File: src/rtl/cp0_pkg.sv
// Shared CP0 register numbers, SR/Cause field positions and bus widths.
package cp0_pkg;

    localparam int unsigned DATA_W  = 32;
    localparam int unsigned ADDR_W  = 5;
    localparam int unsigned PC_W    = 30;
    localparam int unsigned HWINT_W = 6;

    localparam int unsigned REG_SR    = 12;
    localparam int unsigned REG_CAUSE = 13;
    localparam int unsigned REG_EPC   = 14;
    localparam int unsigned REG_PRID  = 15;

    localparam int unsigned IM_HI   = 15;
    localparam int unsigned IM_LO   = 10;
    localparam int unsigned EXL_BIT = 1;
    localparam int unsigned IE_BIT  = 0;

    localparam int unsigned IM_W = IM_HI - IM_LO + 1;

endpackage

File: src/rtl/cp0_int_gen.sv
// Interrupt request reduction: any pending unmasked line, globally enabled, not in service.
module cp0_int_gen
    import cp0_pkg::*;
(
    input  logic [IM_W-1:0] ip,
    input  logic [IM_W-1:0] im,
    input  logic            ie,
    input  logic            exl,
    output logic            int_req
);

    assign int_req = (|(ip & im)) & ie & ~exl;

endmodule

File: src/rtl/cp0_intc.sv
// CP0 interrupt controller: SR/Cause/EPC/PRId registers, mtc0/mfc0 access and eret/EXL handling.
module cp0_intc
    import cp0_pkg::*;
#(
    parameter logic [31:0] PRID = 32'h0000_2015
) (
    input  logic                clk,
    input  logic                reset,
    input  logic [HWINT_W-1:0]  hwint,
    input  logic [ADDR_W-1:0]   addr,
    input  logic                we,
    input  logic [DATA_W-1:0]   din,
    output logic [DATA_W-1:0]   dout,
    input  logic [PC_W-1:0]     pc,
    input  logic                exl_set,
    input  logic                exl_clr,
    output logic                int_req,
    output logic [DATA_W-1:0]   epc
);

    logic [IM_W-1:0] im_q;
    logic [IM_W-1:0] ip_q;
    logic            exl_q;
    logic            ie_q;
    logic [PC_W-1:0] epc_q;

    logic wr_sr;
    logic wr_epc;

    assign wr_sr  = we && (addr == ADDR_W'(REG_SR));
    assign wr_epc = we && (addr == ADDR_W'(REG_EPC));

    // IP follows the request lines every edge; peripherals hold requests until serviced.
    always_ff @(posedge clk or posedge reset) begin
        if (reset) begin
            ip_q <= '0;
        end else begin
            ip_q <= hwint;
        end
    end

    // IM/IE are plain SR fields; pipeline strobes never block them.
    always_ff @(posedge clk or posedge reset) begin
        if (reset) begin
            im_q <= '0;
            ie_q <= 1'b0;
        end else if (wr_sr) begin
            im_q <= din[IM_HI:IM_LO];
            ie_q <= din[IE_BIT];
        end
    end

    // EXL priority: interrupt entry, then eret, then software write.
    always_ff @(posedge clk or posedge reset) begin
        if (reset) begin
            exl_q <= 1'b0;
        end else if (exl_set) begin
            exl_q <= 1'b1;
        end else if (exl_clr) begin
            exl_q <= 1'b0;
        end else if (wr_sr) begin
            exl_q <= din[EXL_BIT];
        end
    end

    always_ff @(posedge clk or posedge reset) begin
        if (reset) begin
            epc_q <= '0;
        end else if (exl_set) begin
            epc_q <= pc;
        end else if (wr_epc) begin
            epc_q <= din[DATA_W-1:2];
        end
    end

    assign epc = {epc_q, 2'b00};

    // mfc0 read mux; unlisted register numbers read as zero.
    always_comb begin
        dout = '0;
        case (addr)
            ADDR_W'(REG_SR): begin
                dout[IM_HI:IM_LO] = im_q;
                dout[EXL_BIT]     = exl_q;
                dout[IE_BIT]      = ie_q;
            end
            ADDR_W'(REG_CAUSE): dout[IM_HI:IM_LO] = ip_q;
            ADDR_W'(REG_EPC):   dout = {epc_q, 2'b00};
            ADDR_W'(REG_PRID):  dout = PRID;
            default:            dout = '0;
        endcase
    end

    cp0_int_gen u_int_gen (
        .ip      (ip_q),
        .im      (im_q),
        .ie      (ie_q),
        .exl     (exl_q),
        .int_req (int_req)
    );

endmodule

File: config.mk
export PLATFORM = sky130hd
export DESIGN_NAME = cp0_intc
export DESIGN_NICKNAME = d
export VERILOG_FILES = /design/src/rtl/cp0_pkg.sv /design/src/rtl/cp0_int_gen.sv /design/src/rtl/cp0_intc.sv
export SDC_FILE = /design/constraint.sdc
export NUM_CORES = 1
export LEC_CHECK = 0
export CAP_MARGIN = 40
export CELL_PAD_IN_SITES_DETAIL_PLACEMENT = 0
export CELL_PAD_IN_SITES_GLOBAL_PLACEMENT = 1
export CORE_UTILIZATION = 28
export CTS_CLUSTER_SIZE = 16
export DETAILED_ROUTE_END_ITERATION = 8
export GPL_ROUTABILITY_DRIVEN = 1
export PLACE_DENSITY_LB_ADDON = 0.25
export REMOVE_ABC_BUFFERS = 1
export SYNTH_ARGS = -nofsm -noshare
export SYNTH_HDL_FRONTEND = slang
export SYNTH_SLANG_ARGS = --single-unit
File: constraint.sdc
create_clock -name clk -period 2 [get_ports clk]
set_input_delay 0.4 -clock clk [delete_from_list [all_inputs] [get_ports clk]]
set_output_delay 0.4 -clock clk [all_outputs]
set_load 0.005 [all_outputs]
* Word level (Yosys, flattened, before mapping)
Cells that the tools add are included.
** Storage, ports and cells
- Register bits :: 44
- Latch bits :: 0
- Memory bits (writable) :: 0
- Memory bits (read-only) :: 0
- Input port bits :: 78
- Output and inout bits :: 65
- Logic and storage cells :: 27
- Memories kept :: 0
** Cells by class
- Add/subtract/negate cells :: 0
- $mul :: 0
- Divide/modulo/power cells :: 0
- $lt $le $gt $ge :: 0
- Equal/unequal tests :: 4
- Shift operators :: 0
- Multiplexer cells :: 9
- Bitwise operators :: 4
- Reductions and logical operators :: 5
** Operators by type and width (count)
- two-way mux 30 bit :: 2
- case mux 6 bit (4 select lines) :: 1
- == test 5 x 4 -> 1 bit, second input constant :: 4
- two-way mux 16 bit :: 1
- case mux 8 bit (2 select lines) :: 1
- AND 6 bit :: 1
- OR reduction 6 bit :: 1
- case mux 2 bit (2 select lines) :: 1
- two-way mux 1 bit :: 3
- nonzero test 3 bit :: 1
- AND 1 bit :: 2
- logical AND 1 bit :: 2
- nonzero test 2 bit :: 1
- NOT 1 bit :: 1

* Longest topological paths before layout
- Depth in word-level cells :: 5
- Mapped depth :: 6
- Mapped depth without buffers :: 3

* By module
A second synthesis with hierarchy kept.
** Second synthesis, totals
- Cells, all modules :: 302
- Area total of the unflattened synthesis :: 2698.8 um2
** By module, submodules not included
- cp0_intc :: instances 1, cells each 297, area an instance 2663.8 um2, sequential area each 1101.1 um2
- cp0_int_gen :: instances 1, cells each 5, area an instance 35.0 um2, sequential area each 0.0 um2

* Worst setup path before layout
OpenSTA, ideal clock, no wires.
- Path kind :: input port to output port
- From :: in addr[4]
- To :: out dout[17]
- Data arrival time :: 1.296 ns
- Required time :: 1.600 ns
- Slack :: 0.304 ns
- Stages :: 5
- Path buffers :: 2
- Cells stage by stage :: nand2b_1 buf_2 nor3_4 clkbuf_1 and2_1
** On the way
- Longest elaborated chain between the ends :: 2
** Ends and longest elaborated chain
- from (decl) :: line cp0_intc.sv:10 : input logic [ADDR_W-1:0] addr,
- == test 5 x 4 -> 1 bit :: line cp0_intc.sv:81 : case (addr)
- two-way mux 16 bit :: line cp0_intc.sv:81
- to (decl) :: line cp0_intc.sv:13 : output logic [DATA_W-1:0] dout,
No other way between the ends.

* Final worst setup path
- From :: in addr[4]
- To :: out dout[10]
** On the way
- Longest elaborated chain between the ends :: 2
- Elaborated cells between the ends (all ways) :: 5
- Classes of those cells :: eq/ne (4); mux (1)
** Ends and longest elaborated chain (line)
- == test 5 x 4 -> 1 bit :: cp0_intc.sv:81
- case mux 6 bit (4 select lines) (*) :: cp0_intc.sv:81
Every way passes the cells marked *; elsewhere a longest branch is shown, timed or not.

==> qor.csv <==
metric,value,unit
ys_types,33,
grt_pass1_wl,13.5,mm
ys_seq_area_share,40.4,%
drc,0,
clk_path_buf_depth,2,
start_util,29.2,%
post-place-ws,-0.532,ns
outcome,"complete, no violations",
cts_tree,built,
synthTopCellsByArea,"dfrtp_1 40%, o31a_1 9.7%, o21a_1 8.3%",
reg2reg_slack,1.07,ns
slew_violations,0,
cts_made_buffers,5,
crit_fanout,5,
power_density,529,nW/um2
ctsHoldBuffers,0,
synth_top_area_share,40.4,%
root_buffer,clkbuf_8,
postSynthAreaPerCell,9.23,um2
period_needed,1.94,ns
cp.arrival,1.54,ns
p_leak,1.97,nW
routabilityCongestion,0.813,
critical-path-top-delay-family,buffers and inverters,
synth_area,2720,um2
ys.warnings.count,0,
synth_edf_count,0,
drive_gt1_share,17.8,%
grt_pass1_vias,2649,
crit_cells,8,
num_vias,2664,
dr.pass1.iters,4,
worstSetupStartpointType,input pin,
crit_chain,buf_2 > nand2b_4 > nor3_4 > buf_6 > buf_6 > buf_12 > a221o_1 > buf_2,
hpwl,5.84,mm
crit_path_top_delay_cell,a221o_1,
worstRegToRegCells,3,
wire_per_inst,14.5,um
synth.most_common_cell,dfrtp_1,
skew,0,ns
synthArstFlopShare,100,%
peakVddDrop,0.000386,V
cp_slowest_stage_delay,0.33,ns
design.core.area,9330,um2
r2r_end,exl_q$_DFFE_PP0P_,
crit_required,1.60,ns
synthFlopType,dfrtp_1,
fin_crit_sh,96.9,%
r2r_start,exl_q$_DFFE_PP0P_,
power,2.37,mW
nets,522,
port_buffers,140,
cts_sinks,44,
wl,8.31,mm
cts_max_level,2,
ys_ff_latch,44,
clk_pin_slew,0.08,ns
antenna_found_initial,1,
track_usage,17.1,%
ys_top_cells_by_count,"44 x dfrtp_1, 34 x nor3_1, 32 x inv_1",
multi_input_area,1400,um2
setup-tns-final,0,ns
fillCellCount,916,
antenna_left,0,
cap_violations,0,
grt_overflow,0,
rows,35,
holdCritPathClass,input pin to asynchronous set/reset pin,
synth_top_area_cell,dfrtp_1,
fp.dieW,101,um
regArea,1100,um2
synth_cells,295,
die_area,10100,um2
final_core_util,48.0,%
crit_start,addr[4],
rsz0062_at_grt,false,
clk_latency,0.29,ns
holdWs,0.459,ns
end_kind,output port,
hold_viol_final,0,
initialDrtViolationCount,62,
setup_viol,0,
crit_path_end,dout[10],
setup_ws,0.0623,ns
grt_max_degree,45,
crit_buf_inv,5,
clock.fmax,0.516,GHz
critical_path_class,input pin to output port,
io_pins,143,
areaGrowthSynthToFinish,64.4,%
via_per_inst,4.63,
fp.dieH,101,um
-- cells by family (layout without fill, tap and decap cells) --
family | Yosys count | after routing | share of synthesized area [%]
flip-flops | 44 | 44 | 40.4
other | 1 | 3 | 0.138
multiplexers | 6 | 6 | 3.31
AO/OA/AOI/OAI | 75 | 75 | 22.3
AND/OR/NAND/NOR | 110 | 110 | 24.3
buffers and inverters | 59 | 208 | 9.51
-- state kept, by name, indices dropped and copies added, names as in the netlist --
| signal | count |
|---|---|
| ip_q | 6 |
| epc_q | 30 |
| ie_q | 1 |
| im_q | 6 |
| exl_q | 1 |
-- where the power goes --
part           switching (mW)  total (mW)  leakage (nW)  internal, mW
sequential             0.0727        1.05         0.505         0.981
clock                   0.313       0.683        0.0541         0.370
combinational           0.216       0.631          1.41         0.414
total                   0.602        2.37          1.97          1.77
-- area by class of cell --
cell class / instances / area share (%)
timing repair buffer: 168 / 35.4
multi-input combinational: 193 / 31.2
sequential: 44 / 24.6
tap: 129 / 3.61
inverter: 32 / 2.68
clock buffer: 5 / 1.54
clock inverter: 3 / 0.950
antenna: 1 / 0.0559
-- per-layer routing --
metal / vias to the layer above / part of all wire (%) / track usage [%]
li1: 1311 / - / -
met1: 1255 / 47 / 22.7
met2: 94 / 46 / 29.0
met3: 4 / 6.6 / 3.81
met4: 0 / 0.49 / 3.01
met5: - / 0 / 0
-- repair_timing --
item / 4_1_cts / 5_1_grt
gates cloned: 3 / 0
pin swaps: 6 / 1
gates resized for setup: 98 / 20
setup buffers: 4 / 0
endpoints found under the setup margin: 54 / 26
-- worst register-to-register path: stages, from the launching register on --
cell and delay [ns]:
dfrtp_1 0.40, nor2b_1 0.15, a21oi_1 0.15, o211ai_1 0.11
-- layout by cell type (no fill, tap or decap), types with 5 or more instances in the layout --
master	synthesis	final
mux2_4	6	6
nor3_1	34	32
clkbuf_2	0	14
and2_1	22	21
nand2b_1	31	30
o21a_1	30	30
buf_2	6	12
dlygate4sd2_1	0	8
buf_4	2	15
o31a_1	30	30
clkbuf_8	0	5
inv_1	32	31
and3_1	6	6
a221o_1	6	6
buf_6	3	8
nor2_1	5	5
dfrtp_1	44	44
clkdlybuf4s50_1	0	103
-- stage by stage --
step           instances  instance area (um2)
3_3_place_gp         559                 4340
2_1_floorplan        269                 2590
5_1_grt              575                 4480
4_1_cts              574                 4550
3_5_place_dp         559                 4340
6_report             575                 4480
-- worst min-delay path by stage --
stage	from	end	slack [ns]	depth (start not counted)
after floorplan	hwint[0]	ip_q[0]$_DFF_PP0_	0.43	0
after global placement	im_q[1]$_DFFE_PP0P_	im_q[1]$_DFFE_PP0P_	0.52	1
after detailed placement	im_q[1]$_DFFE_PP0P_	im_q[1]$_DFFE_PP0P_	0.52	1
after CTS	reset	epc_q[4]$_DFFE_PP0P_	0.46	3
after global routing	reset	epc_q[4]$_DFFE_PP0P_	0.49	3
final	reset	epc_q[14]$_DFFE_PP0P_	0.46	3
No activity file was read; power rests on OpenSTA's default activity.
